$ cat config.mk
export PLATFORM = sky130hd
export DESIGN_NAME = video_scanout
export DESIGN_NICKNAME = d
export VERILOG_FILES = /design/src/rtl/video_scanout.sv
export SDC_FILE = /design/constraint.sdc
export NUM_CORES = 1
export LEC_CHECK = 0
export CAP_MARGIN = 0
export CORE_MARGIN = 3
export CORE_UTILIZATION = 57
export DETAILED_ROUTE_END_ITERATION = 10
export GPL_ROUTABILITY_DRIVEN = 0
export PLACE_DENSITY = 0.8
export SLEW_MARGIN = 10
export SYNTH_ARGS = -nofsm -noshare
export SYNTH_HDL_FRONTEND = slang
export SYNTH_SLANG_ARGS = --single-unit
$ cat constraint.sdc
create_clock -name clk -period 4.35 [get_ports clk]
set_input_delay 1.0875 -clock clk [delete_from_list [all_inputs] [get_ports clk]]
set_output_delay 1.0875 -clock clk [all_outputs]
set_load 0.05 [all_outputs]
$ cat src/rtl/video_scanout.sv
// 640x480@60 scanout of a 1bpp framebuffer playfield (64x32 lores / 128x64 hires) into a 512x256 window.
// Define SCANOUT_BORDER_EN to drive the border output; otherwise border is tied low.
module video_scanout (
  input  logic        clk,
  input  logic        reset,
  input  logic        hires,
  output logic [8:0]  buf_addr,
  output logic        buf_enable,
  input  logic [15:0] buf_out,
  output logic        hsync,
  output logic        vsync,
  output logic        active,
  output logic        pixel,
  output logic        border,
  output logic        vblank
);

  logic [9:0]  r_h, r_v;
  logic        r_hires;
  logic        r_buf_enable, r_rd_pend;
  logic [8:0]  r_buf_addr;
  logic [15:0] r_prefetch, r_shift;
  logic        r_p1_hsync, r_p1_vsync, r_p1_active, r_p1_win, r_p1_vblank;
  logic        r_hsync, r_vsync, r_active, r_pixel, r_vblank;

  logic        w_hwin, w_vwin, w_load, w_shift, w_fetch;
  logic [6:0]  w_hx;
  logic [8:0]  w_hr;
  logic [5:0]  w_vrow;
  logic [8:0]  w_addr;

  // Window position decode: w_hx is the offset into the window, w_hr the offset from the first fetch slot
  always_comb begin
    w_hx   = r_h[6:0] - 7'd64;
    w_hr   = r_h[8:0] - 9'd61;
    w_vrow = r_v[7:2] - 6'd28;
    w_hwin = (r_h >= 10'd64) && (r_h < 10'd576);
    w_vwin = (r_v >= 10'd112) && (r_v < 10'd368);
    if (r_hires) begin
      w_load  = w_vwin && w_hwin && (w_hx[5:0] == 6'd0);
      w_shift = w_vwin && w_hwin && (w_hx[1:0] == 2'd0);
      w_fetch = w_vwin && (r_h >= 10'd61) && (r_h <= 10'd572) && (w_hr[5:0] == 6'd0);
      w_addr  = {w_vrow, w_hr[8:6]};
    end else begin
      w_load  = w_vwin && w_hwin && (w_hx[6:0] == 7'd0);
      w_shift = w_vwin && w_hwin && (w_hx[2:0] == 3'd0);
      w_fetch = w_vwin && (r_h >= 10'd61) && (r_h <= 10'd572) && (w_hr[6:0] == 7'd0);
      w_addr  = {2'b00, w_vrow[5:1], w_hr[8:7]};
    end
  end

  // Raster counters and per-frame mode latch
  always_ff @(posedge clk) begin
    if (reset) begin
      r_h     <= 10'd0;
      r_v     <= 10'd0;
      r_hires <= 1'b0;
    end else begin
      if (r_h == 10'd799) begin
        r_h <= 10'd0;
        r_v <= (r_v == 10'd524) ? 10'd0 : r_v + 10'd1;
      end else begin
        r_h <= r_h + 10'd1;
      end
      if ((r_h == 10'd0) && (r_v == 10'd0)) r_hires <= hires;
    end
  end

  // Fetch one word ahead: read, capture into prefetch, then hand over at the word boundary
  always_ff @(posedge clk) begin
    if (reset) begin
      r_buf_enable <= 1'b0;
      r_buf_addr   <= 9'd0;
      r_rd_pend    <= 1'b0;
      r_prefetch   <= 16'h0000;
      r_shift      <= 16'h0000;
    end else begin
      r_buf_enable <= w_fetch;
      if (w_fetch) r_buf_addr <= w_addr;
      r_rd_pend <= r_buf_enable;
      if (r_rd_pend) r_prefetch <= buf_out;
      if (w_load) r_shift <= r_prefetch;
      else if (w_shift) r_shift <= {r_shift[14:0], 1'b0};
    end
  end

  // Two-stage timing pipeline; r_shift[15] lines up with stage 1
  always_ff @(posedge clk) begin
    if (reset) begin
      r_p1_hsync  <= 1'b1;
      r_p1_vsync  <= 1'b1;
      r_p1_active <= 1'b0;
      r_p1_win    <= 1'b0;
      r_p1_vblank <= 1'b0;
      r_hsync     <= 1'b1;
      r_vsync     <= 1'b1;
      r_active    <= 1'b0;
      r_pixel     <= 1'b0;
      r_vblank    <= 1'b0;
    end else begin
      r_p1_hsync  <= !((r_h >= 10'd656) && (r_h < 10'd752));
      r_p1_vsync  <= !((r_v >= 10'd490) && (r_v < 10'd492));
      r_p1_active <= (r_h < 10'd640) && (r_v < 10'd480);
      r_p1_win    <= w_hwin && w_vwin;
      r_p1_vblank <= (r_h == 10'd0) && (r_v == 10'd480);
      r_hsync     <= r_p1_hsync;
      r_vsync     <= r_p1_vsync;
      r_active    <= r_p1_active;
      r_pixel     <= r_shift[15] & r_p1_win & r_p1_active;
      r_vblank    <= r_p1_vblank;
    end
  end

`ifdef SCANOUT_BORDER_EN
  logic r_border;

  // Border marks visible pixels outside the playfield
  always_ff @(posedge clk) begin
    if (reset) r_border <= 1'b0;
    else       r_border <= r_p1_active & ~r_p1_win;
  end
  assign border = r_border;
`else
  assign border = 1'b0;
`endif

  assign buf_enable = r_buf_enable;
  assign buf_addr   = r_buf_addr;
  assign hsync      = r_hsync;
  assign vsync      = r_vsync;
  assign active     = r_active;
  assign pixel      = r_pixel;
  assign vblank     = r_vblank;

endmodule

==> results.toml, run 1 <==
[clocking]
clockBufferDepth = 2
cts_resized = 0
cts-root-buf = "clkbuf_8"
cts_sinks = 74
cts_hold_buf = 0
postCtsSetupRepairBufs = 0
insertion_delay_ps = 350
numCtsBuffers = 9
clkTransAtPathRegs_ps = 80
h-tree-depth = 3
cts_tree = "done"

[sta]
finalCritPeriodShare = 0.6349
setup_tns_ps = 0
worst_clock_skew_ps = 10.74
period_minus_slack_ps = 2762
relSlewSlack = 0.3079
setup_viol = 0
rsz0062_at_grt = "no"
drv_slew = 0
setup_slack_ps = 1588
hold_viol = 0
worst_pin_slew_ps = 1036
fmaxAchievable_ghz = 0.3621

[flow_run]
cap_violations = 0

[worst_setup_path]
critPathArrivalTime_ps = 2980
endpoint_kind = "flop"
critPathLaunchType = "input port"
r2r_slack_ps = 1800
crit_required_ps = 4570
criticalPathCategory = "input port to flop"
crit_fanout = 27

[synthesis]
ys_types = 63
synthCells = 385
syn_area_um2 = 3458
async_flop_share = 0
yosysTopAreaCellShare = 0.4284
syn-num-nets = 413
yosys.area.top_type = "dfxtp_1"
ys.flop_type = "dfxtp_1"
synthTopCellsByArea = "dfxtp_1 (43%), mux2i_1 (6.4%), nand2_1 (5.0%)"
synth_edf_count = 0
ys_ff_latch = 74
yosys_warnings = 0
ys_seq_area_frac = 0.4284
avgSynthCellArea_um2 = 8.983

[floorplan]
core_area_um2 = 5675
die_width_um = 83.89
num_rows = 27
dieArea_um2 = 7038
die_h_um = 83.89
ioPinCount = 35
initial_core_util = 0.6093

[global_routing]
grt_max_degree = 39
grt_pass1_vias = 2561
grtUsageTotal = 0.2136
grt_overflow = 0
antenna_found_initial = 0
grt_pass1_wl_mm = 12.19

[detailed_routing]
wl_met3_um = 413
vias_per_cell = 5.811
firstDrtPassIters = 5
wl_per_cell_um = 15.32
antenna_left = 0
vias = 2795
drt_wl_total_mm = 7.370
top_layer = "met4"
wl_met2_mm = 3.421
m1WireLength_mm = 3.422
first_iter_violations = 165
drc = 0

[layout]
drive_gt1_frac = 0.08802
antenna_cells = 0
postLayoutCellArea_um2 = 3959
layout.cells.non_filler = 481
nNetsFinal = 432
area_growth_pct = 14.47

[placement]
dpl-instance-area_um2 = 3752
numPortBuffers = 33
hpwl_mm = 5.095
numPlacedInstances = 465
pre_cts_ws_ps = 1284

[pwr]
p_leak_nw = 1.349
ir_worst_vdd_mv = 0.2406
p_per_area_nw_per_um2 = 330.5
totalPowerFinal_w = 0.001308

[min_path]
hold_path_class = "flop to flop"

[outcome]
status = "finished, final reports clean"
state kept, by name (all words and copies together) (netlist names), 9 cells and up:
| register | cells |
|---|---|
| buf_addr | 9 |
| r_shift | 16 |
| r_h | 10 |
| r_v | 10 |
| r_prefetch | 16 |
final timing paths:
kind / from / endpoint / cells after the start
setup / recovery: reset / r_v[7]$_SDFFE_PP0P_ / 4
setup reg to reg: r_h[0]$_SDFF_PP0_ / r_shift[6]$_SDFFE_PP0P_ / 6
hold reg to reg: r_p1_vsync$_SDFF_PP1_ / vsync$_SDFF_PP1_ / 1
hold / removal: r_p1_vsync$_SDFF_PP1_ / vsync$_SDFF_PP1_ / 1
power by group:
group	switching, W	total (W)	internal (W)
sequential	0.0000101	0.000691	0.000681
combinational	0.0000350	0.0000666	0.0000316
clock	0.000276	0.000551	0.000275
area by class of cell:
type,count,area [µm²]
Multi-Input combinational cell,274,1802
Fill cell,459,1717
Sequential cell,74,1481
Timing Repair Buffer,34,337.8
Clock buffer,9,123.9
Tap cell,72,90.09
Clock inverter,7,82.58
Inverter,11,41.29
per-layer routing:
| layer | GRT usage | up-vias |
|---|---|---|
| li1 | - | 1394 |
| met1 | 0.2867 | 1303 |
| met2 | 0.3261 | 88 |
| met3 | 0.06614 | 10 |
| met4 | 0.07164 | 0 |
| met5 | 0 | - |
worst max-delay path: stages:
cell	delay, ps
clkdlybuf4s50_1	480
clkinv_1	620
o21ai_1	660
nor2_1	120
through the flow:
stage / hold WS [ps] / utilization
2_1_floorplan: 389.5 / -
3_3_place_gp: 394.3 / 0.6612
3_5_place_dp: 407.8 / 0.6612
4_1_cts: 425.5 / 0.6975
5_1_grt: 440.4 / 0.6975
6_report: 422.1 / 0.6975
Yosys cell counts, types with 3 or more instances:
cell / instances
dfxtp_1: 74
xnor2_1: 13
nand3_1: 13
nor3_1: 5
buf_2: 7
a21oi_1: 9
ha_1: 9
nand2_1: 46
nor2_1: 46
or3_1: 4
buf_6: 3
clkbuf_1: 12
or2_2: 4
o21ai_0: 10
o211ai_1: 6
and3_1: 4
mux2i_1: 22
nor2b_1: 6
o31ai_1: 3
inv_1: 10
xor2_1: 8
nand4_1: 9
o221ai_1: 15
placed cells by master, fill, tap and decap left out, types with 2 or more instances in the layout:
master / count
ha_1: 9
mux2i_1: 22
and2_1: 2
nor3_2: 2
xnor2_1: 13
clkdlybuf4s50_1: 33
a21oi_1: 9
nor4_1: 2
or3_1: 4
o221ai_1: 15
and3_2: 2
inv_1: 10
inv_6: 3
o211ai_1: 6
o32ai_1: 2
o31ai_1: 3
dfxtp_1: 74
xor2_1: 8
and3_1: 4
clkinvlp_4: 2
nand2_1: 46
nand3_1: 13
clkbuf_8: 9
o21ai_0: 10
nor3_1: 5
nor2b_1: 6
or2_2: 4
nand4_1: 9
nor2_1: 46
nor3b_1: 2
kinds of logic after synthesis:
logic type	Yosys count	share of synthesized area
buffers and inverters	37	0.05065
muxes	23	0.06693
xor gates and xnor gates	21	0.05318
adders and majority gates	9	0.03256
DFF	74	0.4284
AOI/OAI and AO/OA	63	0.1375
and+or+nand+nor	157	0.2297
other	1	0.001084
(Power assumes the default switching activity.)
==> inputs of run 2 (changes only) <==
--- a/config.mk
+++ b/config.mk
@@ -7,10 +7,10 @@
 export LEC_CHECK = 0
 export CAP_MARGIN = 0
 export CORE_MARGIN = 3
-export CORE_UTILIZATION = 57
+export CORE_UTILIZATION = 56
 export DETAILED_ROUTE_END_ITERATION = 10
 export GPL_ROUTABILITY_DRIVEN = 0
-export PLACE_DENSITY = 0.8
+export PLACE_DENSITY = 0.79
 export SLEW_MARGIN = 10
 export SYNTH_ARGS = -nofsm -noshare
 export SYNTH_HDL_FRONTEND = slang
==> constraint.sdc (replaced) <==
create_clock -name clk -period 2.83 [get_ports clk]
set_input_delay 0.7075 -clock clk [delete_from_list [all_inputs] [get_ports clk]]
set_output_delay 0.7075 -clock clk [all_outputs]
set_load 0.05 [all_outputs]
==> results.toml, run 2 (synthesis results as in run 1) <==
[layout]
postLayoutCellArea_um2 = 4040
drive_gt1_frac = 0.1055
area_growth_pct = 16.82
final_cell_mix = "dfxtp_1 (74), nor2_1 (46), nand2_1 (46)"
register_area_um2 = 1481
antenna_cells = 0
multi_input_area_um2 = 1802
nFillCells = 479
layout_commonest_cell = "dfxtp_1"
nNetsFinal = 440
reg_top3 = "r_prefetch x16, r_shift x16"

[global_routing]
grt_overflow = 0
grt_max_degree = 18
grtUsageTotal = 0.2130
grt_pass1_wl_mm = 12.56
grt_pass1_vias = 2781
antenna_found_initial = 0

[clocking]
cts-root-buf = "clkbuf_8"
cts_tree = "done"
postCtsSetupRepairBufs = 0
clockBufferDepth = 2
h-tree-depth = 3
numCtsBuffers = 9
insertion_delay_ps = 350
cts_resized = 0
clkTransAtPathRegs_ps = 70
cts_hold_buf = 0
cts_sinks = 74

[worst_setup_path]
critPathArrivalTime_ps = 2620
critPathLaunchType = "flop"
rr_worst_depth = 8
criticalPathCategory = "flop to flop"
r2r-end = "buf_addr[8]$_SDFFE_PP0P_"
endpoint_kind = "flop"
r2r_slack_ps = 470
crit_required_ps = 3080
r2r_start = "r_h[0]$_SDFF_PP0_"
crit_fanout = 11

[sta]
fmaxAchievable_ghz = 0.4229
rsz0062_at_grt = "no"
setup_tns_ps = 0
hold_viol = 0
period_minus_slack_ps = 2364
setup_viol = 0
relSlewSlack = 0.3721
drv_slew = 0
worst_pin_slew_ps = 940.6
finalCritPeriodShare = 0.8355
setup_slack_ps = 465.5
worst_clock_skew_ps = 7.012

[detailed_routing]
antenna_left = 0
vias_per_cell = 5.808
vias = 2840
drc = 0
drt_wl_total_mm = 7.306
wl_per_cell_um = 14.94
firstDrtPassIters = 4
first_iter_violations = 166

[min_path]
hold_depth = 1
worstHoldStart = "r_p1_hsync$_SDFF_PP1_"
holdPathEnd = "hsync$_SDFF_PP1_"
hold_path_class = "flop to flop"

[floorplan]
die_h_um = 84.59
core_area_um2 = 5743
num_rows = 27
die_width_um = 84.59
initial_core_util = 0.6022
dieArea_um2 = 7155
ioPinCount = 35

[pwr]
ir_worst_vdd_mv = 0.3429
p_leak_nw = 1.403
p_per_area_nw_per_um2 = 517.2

[placement]
dpl-instance-area_um2 = 3812
hpwl_mm = 5.208
numPortBuffers = 33
pre_cts_ws_ps = 389.9

[outcome]
status = "finished, final reports clean"

[flow_run]
cap_violations = 0
## run 2: cell count changes in the layout (fill, tap and decap cells not counted), sizes merged
cell	delta
clkinvlp	-1
bufinv	+1
buf	+8
clkinv	+3
clkbuf	+1
inv	-4
## run 2: area by class of cell
| cell class | instances | share of cell area |
|---|---|---|
| Multi-Input combinational cell | 274 | 0.4460 |
| Sequential cell | 74 | 0.3667 |
| Timing Repair Buffer | 42 | 0.09848 |
| Clock buffer | 10 | 0.03407 |
| Clock inverter | 6 | 0.02230 |
| Tap cell | 72 | 0.02230 |
| Inverter | 11 | 0.01022 |
## run 2: through the flow
| step | hold WS, ps | util | cells | power (W) |
|---|---|---|---|---|
| 2_1_floorplan | 389.5 | - | 385 | 0.001146 |
| 3_3_place_gp | 393.4 | 0.6638 | 473 | 0.001194 |
| 3_5_place_dp | 405.8 | 0.6638 | 473 | 0.001196 |
| 4_1_cts | 431.9 | 0.7035 | 489 | 0.002108 |
| 5_1_grt | 446.2 | 0.7035 | 489 | 0.002164 |
| 6_report | 427.1 | 0.7035 | 489 | 0.002090 |
## run 2: worst max-delay path by stage
stage | startpoint | depth (start not counted) | end
6_report | r_h[0]$_SDFF_PP0_ | 8 | buf_addr[8]$_SDFFE_PP0P_
2_1_floorplan | r_h[0]$_SDFF_PP0_ | 6 | r_v[2]$_SDFFE_PP0P_
4_1_cts | r_h[0]$_SDFF_PP0_ | 8 | buf_addr[8]$_SDFFE_PP0P_
5_1_grt | r_h[0]$_SDFF_PP0_ | 8 | buf_addr[8]$_SDFFE_PP0P_
3_5_place_dp | reset | 5 | r_shift[11]$_SDFFE_PP0P_
3_3_place_gp | reset | 4 | r_shift[1]$_SDFFE_PP0P_
## run 2: power breakdown
part	internal (W)	leakage, nW	total (W)	switching, W
registers	0.00105	0.597	0.00106	0.00000961
logic	0.0000548	0.693	0.000116	0.0000617
clock network	0.000521	0.112	0.000917	0.000395
total	0.00162	1.40	0.00209	0.000467
## run 2: layer usage
| metal | routed length [µm] | vias to the layer above | track usage |
|---|---|---|---|
| met5 | 0 | - | 0 |
| met4 | 137 | 0 | 0.09928 |
| met3 | 486 | 16 | 0.04416 |
| met2 | 3385 | 103 | 0.3302 |
| met1 | 3297 | 1313 | 0.2833 |
| li1 | - | 1408 | - |
## run 2: worst max-delay path: stages (launching register included)
cell      delay, ps
dfxtp_1         490
inv_1            80
ha_1            350
ha_1            320
nand2b_1        130
a21oi_1         150
and3_1          280
nand3_1         150
o32ai_1         320
==> inputs of run 3 (changes only) <==
--- a/config.mk
+++ b/config.mk
@@ -7,10 +7,10 @@
 export LEC_CHECK = 0
 export CAP_MARGIN = 0
 export CORE_MARGIN = 3
-export CORE_UTILIZATION = 56
+export CORE_UTILIZATION = 51
 export DETAILED_ROUTE_END_ITERATION = 10
 export GPL_ROUTABILITY_DRIVEN = 0
-export PLACE_DENSITY = 0.79
+export PLACE_DENSITY = 0.76
 export SLEW_MARGIN = 10
 export SYNTH_ARGS = -nofsm -noshare
 export SYNTH_HDL_FRONTEND = slang
==> constraint.sdc (replaced) <==
create_clock -name clk -period 2 [get_ports clk]
set_input_delay 0.5 -clock clk [delete_from_list [all_inputs] [get_ports clk]]
set_output_delay 0.5 -clock clk [all_outputs]
set_load 0.05 [all_outputs]
==> results.toml, run 3 (synthesis results as in run 1) <==
[outcome]
status = "finished, final reports clean"

[worst_setup_path]
critPathLaunchType = "flop"
slowest_delay_ps = 510
slowest_stage = "or4_4"
path_cells = "or3b_4 > or4_4 > or3_1 > a21oi_2"
endpoint_kind = "flop"
crit_family = "simple AND/OR/NAND/NOR gates"
r2r-end = "r_v[5]$_SDFFE_PP0P_"
path_buf_inv = 0
rr_worst_depth = 4
r2r_start = "r_h[8]$_SDFF_PP0_"
crit_required_ps = 2270
r2r_slack_ps = 7
critPathArrivalTime_ps = 2260
crit_fanout = 9
criticalPathCategory = "flop to flop"

[layout]
nNetsFinal = 469
register_area_um2 = 1486
drive_gt1_frac = 0.2180
final_cell_mix = "dfxtp_1 (72), nor2_1 (45), nand2_1 (45)"
area_growth_pct = 25.65
multi_input_area_um2 = 1919
nFillCells = 500
postLayoutCellArea_um2 = 4345
reg_top3 = "r_prefetch x16, r_shift x16"
antenna_cells = 0
layout.cells.non_filler = 522
layout_commonest_cell = "dfxtp_1"

[flow_run]
cap_violations = 0

[clocking]
cts_tree = "done"
insertion_delay_ps = 340
numCtsBuffers = 9
clkTransAtPathRegs_ps = 80
cts_hold_buf = 0
clockBufferDepth = 2
h-tree-depth = 3
cts-root-buf = "clkbuf_8"
cts_sinks = 74

[floorplan]
initial_core_util = 0.5355
core_area_um2 = 6459
ioPinCount = 35
num_rows = 29
die_h_um = 88.35
die_width_um = 88.35
dieArea_um2 = 7805

[sta]
worst_pin_slew_ps = 513.5
worst_clock_skew_ps = 7.535
setup_viol = 0
hold_ws_ps = 410.8
fmaxAchievable_ghz = 0.5019
hold_viol = 0
relSlewSlack = 0.6571
drv_slew = 0
finalCritPeriodShare = 0.9963
period_minus_slack_ps = 1993
setup_slack_ps = 7.454

[detailed_routing]
wl_per_cell_um = 15.43
drc = 0
vias = 2988
drt_wl_total_mm = 8.055
firstDrtPassIters = 4
antenna_left = 0
vias_per_cell = 5.724
first_iter_violations = 96

[global_routing]
grt_pass1_wl_mm = 13.23
grt_pass1_vias = 2928
grtUsageTotal = 0.2132
grt_max_degree = 28
antenna_found_initial = 0
use_met3 = 0.05400
grt.busiest_layer = "met2"
grt_overflow = 0
use_met1 = 0.2619
grt_use_met2 = 0.3685

[pwr]
p_seq_frac = 0.554
switching_power_w = 0.0006647
p_int_w = 0.002023
p_per_area_nw_per_um2 = 618.4
totalPowerFinal_w = 0.002687
pwr-share-comb = 0.075
netSwitchingFraction = 0.2474
p_clk_frac = 0.370
p_leak_nw = 1.600
ir_worst_vdd_mv = 0.3970

[placement]
pre_cts_ws_ps = -2.276
numPortBuffers = 33
hpwl_mm = 5.707
numPlacedInstances = 506
dpl-instance-area_um2 = 4041

[min_path]
hold_path_class = "flop to flop"
hold_depth = 1
worstHoldStart = "r_p1_vsync$_SDFF_PP1_"
holdPathEnd = "vsync$_SDFF_PP1_"
run 3: worst max path at each step:
stage | from | cells after the start | slack, ps | endpoint
global placement | r_h[8]$_SDFF_PP0_ | 4 | 50 | r_v[5]$_SDFFE_PP0P_
detailed placement | r_h[8]$_SDFF_PP0_ | 4 | -2 | r_v[5]$_SDFFE_PP0P_
finish | r_h[8]$_SDFF_PP0_ | 4 | 7 | r_v[5]$_SDFFE_PP0P_
floorplan | r_h[1]$_SDFF_PP0_ | 6 | 40 | r_v[5]$_SDFFE_PP0P_
CTS | buf_addr[5]$_SDFFE_PP0P_ | 1 | 20 | buf_addr[5]
global route | r_h[8]$_SDFF_PP0_ | 4 | -20 | r_v[5]$_SDFFE_PP0P_
run 3: final cells by class:
| cell class | count | share of cell area |
|---|---|---|
| clock buffer | 9 | 0.02851 |
| sequential | 74 | 0.3421 |
| timing repair buffer | 71 | 0.1457 |
| clock inverter | 6 | 0.01037 |
| multi-input combinational | 274 | 0.4417 |
| tap | 77 | 0.02217 |
| inverter | 11 | 0.009502 |
run 3: repair_timing:
action / in CTS / in global routing
endpoints found under the setup margin: 12 / 35
setup buffers: 0 / 1
pin swaps: 0 / 8
gates resized for setup: 6 / 22
run 3: power by group through the flow:
stage | sequential (W) | clock [W] | combinational, W
2_1_floorplan | 0.00153 | 0 | 0.0000965
3_3_place_gp | 0.00152 | 0 | 0.000187
3_5_place_dp | 0.00152 | 0 | 0.000191
4_1_cts | 0.00149 | 0.00101 | 0.000193
5_1_grt | 0.00149 | 0.00109 | 0.000219
6_report | 0.00149 | 0.000996 | 0.000202
run 3: metrics by stage:
stage	TNS [ps]	util
6_report	0	0.6728
5_1_grt	-40.02	0.6728
4_1_cts	0	0.6542
3_5_place_dp	-2.276	0.6257
3_3_place_gp	0	0.6257
2_1_floorplan	0	-
run 3: worst register-to-register path, cell delays in order, from the launching register on:
cell     delay (ps)
dfxtp_1         410
or3b_4          430
or4_4           510
or3_1           420
a21oi_2         160
run 3: metal layers:
layer	vias to the layer above	wire (µm)
met5	-	0
met4	0	137
met3	19	431
met2	92	4079
met1	1419	3406
li1	1458	-
